**config.mk**
```make
export PLATFORM = sky130hd
export DESIGN_NAME = ex_mem_reg
export DESIGN_NICKNAME = d
export VERILOG_FILES = /design/src/rtl/ex_mem_reg.sv
export SDC_FILE = /design/constraint.sdc
export NUM_CORES = 1
export LEC_CHECK = 0
export ABC_AREA = 1
export CORE_ASPECT_RATIO = 1.75
export CORE_MARGIN = 2
export CORE_UTILIZATION = 39
export DETAILED_ROUTE_END_ITERATION = 10
export PLACE_DENSITY_LB_ADDON = 0.2
export RECOVER_POWER = 50
export REMOVE_ABC_BUFFERS = 1
export SYNTH_ARGS = -nofsm -noshare
export SYNTH_HDL_FRONTEND = slang
export SYNTH_SLANG_ARGS = --single-unit
export TNS_END_PERCENT = 100
```
**constraint.sdc**
```tcl
create_clock -name CLK -period 13.1 [get_ports CLK]
set_clock_uncertainty 0.2 [all_clocks]
set_input_delay 2.62 -clock CLK [delete_from_list [all_inputs] [get_ports CLK]]
set_output_delay 2.62 -clock CLK [all_outputs]
set_load 0.05 [all_outputs]
```
**src/rtl/ex_mem_reg.sv**
```systemverilog
`default_nettype none
// ============================================================================
// Module      : ex_mem_reg
// Description : EX/MEM pipeline register with stall, flush, sticky halt and
//               overflow-exception capture.
//
//   Ports
//     CLK          in   1   clock, rising edge
//     nRST         in   1   asynchronous reset, active-high (1 = reset)
//     en           in   1   advance stage; 0 = stall/hold
//     flush        in   1   squash the slot being loaded
//     in_valid     in   1   EX holds a real instruction
//     alu_out      in  32   ALU result
//     alu_zero     in   1   ALU zero flag
//     alu_negative in   1   ALU negative flag
//     alu_overflow in   1   ALU signed-overflow flag
//     ovf_trap     in   1   instruction traps on overflow (add/sub)
//     pc           in  32   instruction PC
//     rt_data      in  32   store data
//     wsel         in   5   destination register
//     regwen       in   1   register write enable
//     dren         in   1   data read enable
//     dwen         in   1   data write enable
//     halt_in      in   1   halt instruction
//     exc_ack      in   1   exception handled
//     out_valid    out  1   MEM slot valid
//     alu_out_q    out 32   latched ALU result
//     rt_data_q    out 32   latched store data
//     pc_q         out 32   latched PC
//     zero_q       out  1   latched zero flag
//     neg_q        out  1   latched negative flag
//     wsel_q       out  5   latched destination
//     regwen_q     out  1   gated register write enable
//     dren_q       out  1   gated data read enable
//     dwen_q       out  1   gated data write enable
//     halt_q       out  1   sticky halt
//     exc_pending  out  1   overflow exception outstanding
//     epc          out 32   PC of the trapping instruction
//
// Revision    : 1.0  initial release
// ============================================================================
module ex_mem_reg (
    input  logic        CLK,
    input  logic        nRST,
    input  logic        en,
    input  logic        flush,
    input  logic        in_valid,
    input  logic [31:0] alu_out,
    input  logic        alu_zero,
    input  logic        alu_negative,
    input  logic        alu_overflow,
    input  logic        ovf_trap,
    input  logic [31:0] pc,
    input  logic [31:0] rt_data,
    input  logic [4:0]  wsel,
    input  logic        regwen,
    input  logic        dren,
    input  logic        dwen,
    input  logic        halt_in,
    input  logic        exc_ack,
    output logic        out_valid,
    output logic [31:0] alu_out_q,
    output logic [31:0] rt_data_q,
    output logic [31:0] pc_q,
    output logic        zero_q,
    output logic        neg_q,
    output logic [4:0]  wsel_q,
    output logic        regwen_q,
    output logic        dren_q,
    output logic        dwen_q,
    output logic        halt_q,
    output logic        exc_pending,
    output logic [31:0] epc
);

    typedef enum logic [1:0] {
        S_RUN    = 2'd0,
        S_EXC    = 2'd1,
        S_HALTED = 2'd2
    } state_t;

    state_t      r_state;
    state_t      w_state_next;

    logic        r_out_valid;
    logic [31:0] r_alu_out;
    logic [31:0] r_rt_data;
    logic [31:0] r_pc;
    logic        r_zero;
    logic        r_neg;
    logic [4:0]  r_wsel;
    logic        r_regwen;
    logic        r_dren;
    logic        r_dwen;
    logic [31:0] r_epc;

    // Slot decode for the current edge.
    logic        w_trap;      // valid signed overflow on a trapping op
    logic        w_load;      // slot advances this edge (no flush, en high)
    logic        w_run;       // only RUN accepts real instructions
    logic        w_pass;      // instruction passes with its controls intact
    logic        w_slot_vld;  // next out_valid when the slot advances

    always_comb begin
        w_trap     = in_valid & alu_overflow & ovf_trap;
        w_load     = en & ~flush;
        w_run      = (r_state == S_RUN);
        // A trapping instruction still occupies the slot (so MEM sees it),
        // but it must not write anything or halt the machine.
        w_slot_vld = w_run & in_valid;
        w_pass     = w_run & in_valid & ~w_trap;
    end

    // ------------------------------------------------------------------
    // State register
    // ------------------------------------------------------------------
    always_ff @(posedge CLK or posedge nRST) begin
        if (nRST) begin
            r_state <= S_RUN;
        end else begin
            r_state <= w_state_next;
        end
    end

    // ------------------------------------------------------------------
    // Next-state logic. Flush freezes the state; exc_ack leaves EXC
    // whether or not the stage advances.
    // ------------------------------------------------------------------
    always_comb begin
        w_state_next = r_state;
        if (!flush) begin
            case (r_state)
                S_RUN: begin
                    if (en && w_trap) begin
                        w_state_next = S_EXC;
                    end else if (en && in_valid && halt_in) begin
                        w_state_next = S_HALTED;
                    end
                end
                S_EXC: begin
                    if (exc_ack) begin
                        w_state_next = S_RUN;
                    end
                end
                S_HALTED: begin
                    w_state_next = S_HALTED;
                end
                default: begin
                    w_state_next = S_RUN;
                end
            endcase
        end
    end

    // ------------------------------------------------------------------
    // Slot valid and gated controls: cleared by flush regardless of en,
    // hold on a stall, otherwise follow the slot decode.
    // ------------------------------------------------------------------
    always_ff @(posedge CLK or posedge nRST) begin
        if (nRST) begin
            r_out_valid <= 1'b0;
            r_regwen    <= 1'b0;
            r_dren      <= 1'b0;
            r_dwen      <= 1'b0;
        end else if (flush) begin
            r_out_valid <= 1'b0;
            r_regwen    <= 1'b0;
            r_dren      <= 1'b0;
            r_dwen      <= 1'b0;
        end else if (en) begin
            r_out_valid <= w_slot_vld;
            r_regwen    <= w_pass & regwen;
            r_dren      <= w_pass & dren;
            r_dwen      <= w_pass & dwen;
        end
    end

    // ------------------------------------------------------------------
    // Data path. Captured on every advancing edge; for bubbles the values
    // are don't-care since out_valid and the controls are low. Flags are
    // taken straight from the ALU, never recomputed from the result.
    // ------------------------------------------------------------------
    always_ff @(posedge CLK or posedge nRST) begin
        if (nRST) begin
            r_alu_out <= 32'd0;
            r_rt_data <= 32'd0;
            r_pc      <= 32'd0;
            r_zero    <= 1'b0;
            r_neg     <= 1'b0;
            r_wsel    <= 5'd0;
        end else if (w_load) begin
            r_alu_out <= alu_out;
            r_rt_data <= rt_data;
            r_pc      <= pc;
            r_zero    <= alu_zero;
            r_neg     <= alu_negative;
            r_wsel    <= wsel;
        end
    end

    // ------------------------------------------------------------------
    // Exception PC: written only by the trap that enters EXC, so later
    // overflows while the exception is outstanding cannot overwrite it.
    // ------------------------------------------------------------------
    always_ff @(posedge CLK or posedge nRST) begin
        if (nRST) begin
            r_epc <= 32'd0;
        end else if (w_load && w_run && w_trap) begin
            r_epc <= pc;
        end
    end

    assign out_valid   = r_out_valid;
    assign alu_out_q   = r_alu_out;
    assign rt_data_q   = r_rt_data;
    assign pc_q        = r_pc;
    assign zero_q      = r_zero;
    assign neg_q       = r_neg;
    assign wsel_q      = r_wsel;
    assign regwen_q    = r_regwen;
    assign dren_q      = r_dren;
    assign dwen_q      = r_dwen;
    assign epc         = r_epc;
    // Both status outputs are decoded from the state register, so they are
    // glitch-free and clear together with the state on reset.
    assign halt_q      = (r_state == S_HALTED);
    assign exc_pending = (r_state == S_EXC);

endmodule
`default_nettype wire

```
==> results of run 1 <==
==> metrics by stage <==
stage	hold WS (ns)	setup WS, ns
finish	0.272	7.28
global route	0.299	6.70
CTS	0.280	8.40
detailed placement	0.264	7.99
global placement	0.262	8.06
floorplan	0.302	6.50
==> synth_stat cells, drive strengths merged <==
cell,instances
nand2,290
dfrtp,141
o21ai,68
inv,45
buf,22
clkbuf,7
nand3,6
nor2,3
nand3b,1
nand4,1
o22ai,1
or2,1
==> flip-flops by register name (all words and copies together) (netlist names) <==
signal     cells
zero_q         1
pc_q          32
regwen_q       1
wsel_q         5
r_state        2
rt_data_q     32
epc           32
out_valid      1
dren_q         1
neg_q          1
alu_out_q     32
dwen_q         1
==> final cells by class <==
type	count	area (um2)
Clock inverter	12	158
Tap cell	177	221
Timing Repair Buffer	258	2570
Clock buffer	20	447
Fill cell	1164	5170
Sequential cell	141	3530
Inverter	45	170
Multi-Input combinational cell	371	1500
==> metal layers <==
metal | track usage [%] | routed length (um) | vias up
li1 | - | - | 2291
met3 | 5.72 | 984 | 59
met2 | 36.1 | 7960 | 181
met4 | 13.7 | 977 | 0
met1 | 21.8 | 5290 | 2177
met5 | 0 | 0 | -
==> worst max-delay path by stage <==
stage / startpoint / endpoint / depth (start not counted)
2_1_floorplan: nRST / alu_out_q[0] / 1
3_3_place_gp: en / rt_data_q[20] / 5
3_5_place_dp: en / rt_data_q[6] / 5
4_1_cts: en / zero_q / 5
5_1_grt: nRST / epc[15] / 3
6_report: en / zero_q / 5
==> logic make-up (layout without fill, tap and decap cells) <==
logic type | after synthesis | after routing
compound gates | 69 | 69
simple gates | 302 | 302
flops | 141 | 141
buf+inv | 74 | 335
==> power by group through the flow <==
stage	Sequential [mW]	Combinational (mW)	Clock (mW)
floorplan	0.865	0.113	0
global placement	0.573	0.645	0
detailed placement	0.576	0.653	0
CTS	0.570	0.654	0.501
global route	0.577	0.646	0.526
finish	0.567	0.612	0.490
==> worst max-delay path, stage by stage <==
cell and delay [ns]:
dlygate4sd3_1 0.61, nand2_1 1.04, inv_2 1.39, nand2_1 0.16, nand2_1 0.11
==> metrics.txt, run 1 <==
critical-path maximum fanout 71; most frequent cells in the layout 290 x nand2_1, 167 x clkdlybuf4s50_1, 141 x dfrtp_1; Pleak 4.29 nW; combinational cell fraction of total power 36.7%; initial core utilization around 40%; Slew @ Worst Pin 3.17 ns; r2r setup slk 10.01 ns; sw frac 39.2%; crit path time final 5.82 ns; mux share of post-synthesis cell area 0%; Clock transition at path regs about 0.060 ns; largest net degree at the start of global routing 81; post-cts resize count 0; number of global-route vias before repair 4,915; post-synthesis xor/xnor area fraction 0%; Post-DP HPWL 11,000 um; DRC Markers 0; CTS buffer count 17; register area share after synthesis 64.6%; CTS H-tree lvls 4; Total Wirelength roughly 15,000 um; crit path DAT 5.95 ns; Power per Cell Area 194 nW/um2; Placed Instances 992; Hold-fix buffers, CTS 0; DP Area roughly 8100 um2; max_slew headroom -112%; maximum buffer depth of the clock tree 2; RSZ-0062 raised after global routing false; number of warnings issued by yosys 0; max-slew violations just under 200; share of cells above drive strength 1 between 4 and 5%; Final nets approximately 950; hold_sp rt_data_q[19]; most common cell after layout, fill and taps aside nand2_1; Synth Area in Simple Gates roughly a fifth; final clock period utilization by the worst path 44.4%; Routed Antenna Nets 0; max cap viols 3; Core ar. between 10,000 and 15,000 um2; Sink Count 141; initial antenna violation count 0; post-layout instance area 8590 um2; first-pass GRT wire length 24,300 um; Die Width 93.4 um; main combinational cell family by area after synthesis simple AND/OR/NAND/NOR gates; Area growth syn-to-layout 57.4%; Setup TNS 0 ns; drt initial violations about 220; Internal Power 1.01 mW; library cells used by synthesis 19; Non-Filler Instances 1,024; floorplan row count 57; root buffer cell clkbuf_16; # diodes 0; Peak VDD IR 87.5 uV; Reg2Reg Depth 4; leading area contributor after synthesis dfrtp_1; final core occ 62.4%; Port Buffers between 200 and 300; crit end category register; Die Y-Extent 161 um; Endpoint, Worst Hold rt_data_q[19]; Avg WL per Cell 14.9 um; Hold Path Stages 2; failing checks capacitance limit, slew limit; ranking of synthesized cells by area dfrtp_1 65%, nand2_1 20%, o21ai_2 3.7%; Worst Path Required around 13 ns; CP Launch Type primary input; CTS tree built; Psw 0.653 mW; DR vias 4,708; worst hold path class register to register; final hold vios 0; drt via density 4.60; Mapped Cells 586; Post-CTS Setup Bufs 0; worst setup path class primary input to register; DRT Pass-1 Iters 6; all-layer global routing usage a little over a fifth; final setup fails 0; FF-to-FF End epc[9]; Synth Area per Inst just over 9 um2; Post-Syn Area 5460 um2; GPL Wtd Cong 0.799; full die area around 15,000 um2; run status finished, violations left; Clk pwr share 29.4%; I/O Pins 256; worst skew pair latency 0.41 ns; part of the power in registers 34.0%; post-synth top area share 64.6%; FF+latch count, synth 141; total power 1.67 mW; compound-cell area share of the yosys netlist 7.93%; Synth Area in Adders 0%; Remaining Overflow, GRT 0; Reg-to-Reg Start r_state[1]; Max Clock Freq 0.172 GHz
No activity file was read; power rests on OpenSTA's default activity.
==> inputs of run 2 (changes only) <==
- CORE_UTILIZATION: 39 -> 37
- clock period: 13.1 -> 4.9 ns (I/O delays scaled with it)
==> metrics.txt, run 2 (synthesized netlist as in run 1, its figures left out) <==
worst hold path class register to register; crit path DAT 3.76 ns (-2.19 ns); r2r setup slk 3.15 ns (-6.86 ns); Placed Instances 997 (+0.50%); Port Buffers 255 (unchanged); Routed Antenna Nets 0 (unchanged); floorplan row count 58 (+1.8%); Internal Power 2.81 mW (+180%); GPL Wtd Cong 0.802 (+0.41%); crit end category register; DRC Markers 0 (unchanged); CTS tree built; Die Y-Extent 165 um (+2.6%); total power 4.58 mW (+170%); CTS buffer count 17 (unchanged); drt initial violations 193 (-10%); Die Width 95.8 um (+2.6%); part of the power in registers 33.1% (-0.9 points); Clk pwr share 30.3% (+0.9 points); final setup fails 0 (unchanged); combinational cell fraction of total power 36.6% (about the same); first-pass GRT wire length 23,800 um (-2.1%); largest net degree at the start of global routing 103 (+27%); sw frac 38.5% (-0.61 points); final core occ 60.3% (-2.1 points); all-layer global routing usage 19.8% (-1.1 points); Final nets 951 (+0.21%); Slew @ Worst Pin 2.20 ns (-0.968 ns); Sink Count 141 (unchanged); I/O Pins 256 (unchanged); Post-CTS Setup Bufs 0 (unchanged); Area growth syn-to-layout 58.7%; share of cells above drive strength 1 4.72% (+0.47 points); Peak VDD IR 283 uV (+220%); Worst Path Required 4.98 ns (-8.26 ns); Total Wirelength 15,400 um (+1.4%); RSZ-0062 raised after global routing false; Avg WL per Cell 15.0 um (+0.91%); DRT Pass-1 Iters 4 (-2); full die area 15,800 um2 (+5.2%); Power per Cell Area 528 nW/um2 (+170%); Non-Filler Instances 1,029 (+0.49%); post-cts resize count 0 (unchanged); number of global-route vias before repair 4,752 (-3.3%); run status finished, violations left; CTS H-tree lvls 4 (unchanged); failing checks capacitance limit, slew limit; max cap viols 1 (-2); most frequent cells in the layout 290 x nand2_1, 227 x clkdlybuf4s50_1, 141 x dfrtp_1; Core ar. 14,400 um2 (+4.4%); fillers 1,286 (+10%); final clock period utilization by the worst path between 70% and 80%; DR vias 4,690 (-0.38%); Psw 1.77 mW (+170%); CP Launch Type primary input; max-slew violations 102 (-49%); Remaining Overflow, GRT 0 (unchanged); Max Clock Freq 0.272 GHz; initial core utilization 38.0% (-1.7 points); most common cell after layout, fill and taps aside nand2_1; worst setup path class primary input to register; Hold-fix buffers, CTS 0 (unchanged); DP Area 8120 um2 (+0.39%); footprint of the multi-input gates 1500 um2 (+0.25%); flip-flop and latch area 3530 um2 (unchanged); Setup TNS 0 ns (unchanged); worst skew pair latency 0.41 ns (about the same); root buffer cell clkbuf_16; crit path time final 3.67 ns; max_slew headroom -46.6% (+66 points); Pleak 4.24 nW (-1.1%); final hold vios 0 (unchanged); Post-DP HPWL 11,000 um (+0.35%); post-layout instance area 8670 um2 (+0.83%); drt via density 4.56 (-0.87%); Clock transition at path regs 0.06 ns (about the same); initial antenna violation count 1 (+1); critical-path maximum fanout 100 (+41%); maximum buffer depth of the clock tree 2 (unchanged)
run 2: critical path: stages:
cell and delay [ns]:
dlygate4sd3_1 0.59, nand2_1 0.89, buf_4 0.88, nor2_1 0.19, nand3_1 0.12, o21ai_0 0.08
run 2: path summary, 6_finish.rpt:
kind / from / end / cells after the start
worst max-delay path: en / dwen_q / 6
worst min-delay path: zero_q / zero_q / 2
worst max register to register: r_state[1] / epc[11] / 4
worst min register to register: zero_q / zero_q / 2
max in group asynchronous: nRST / epc[16] / 2
min in group asynchronous: nRST / pc_q[4] / 2
run 2: per-stage QoR:
| stage | setup WS [ns] | hold slack (ns) |
|---|---|---|
| finish | 1.23 | 0.275 |
| global route | 0.911 | 0.303 |
| CTS | 1.87 | 0.280 |
| detailed placement | 1.47 | 0.264 |
| global placement | 1.53 | 0.262 |
| floorplan | -0.0612 | 0.302 |
run 2: power groups by stage:
stage | Combinational (mW) | Sequential (mW) | Clock [mW]
2_1_floorplan | 0.302 | 2.31 | 0
3_3_place_gp | 1.73 | 1.53 | 0
3_5_place_dp | 1.75 | 1.54 | 0
4_1_cts | 1.75 | 1.52 | 1.41
5_1_grt | 1.77 | 1.54 | 1.46
6_report | 1.68 | 1.52 | 1.39
run 2: area by class of cell:
class	instances	share of cell area (%)
timing repair buffer	260	30.0
inverter	45	1.99
antenna	1	0.0289
clock inverter	12	2.11
clock buffer	19	5.23
sequential	141	40.7
multi-input combinational	371	17.3
tap	180	2.60
run 2: routing by layer:
metal | up-vias | wire length (um) | global-route usage (%)
li1 | 2290 | - | -
met1 | 2178 | 5520 | 21.3
met2 | 178 | 8230 | 34.1
met3 | 44 | 1010 | 5.93
met4 | 0 | 667 | 10.9
met5 | - | 0 | 0
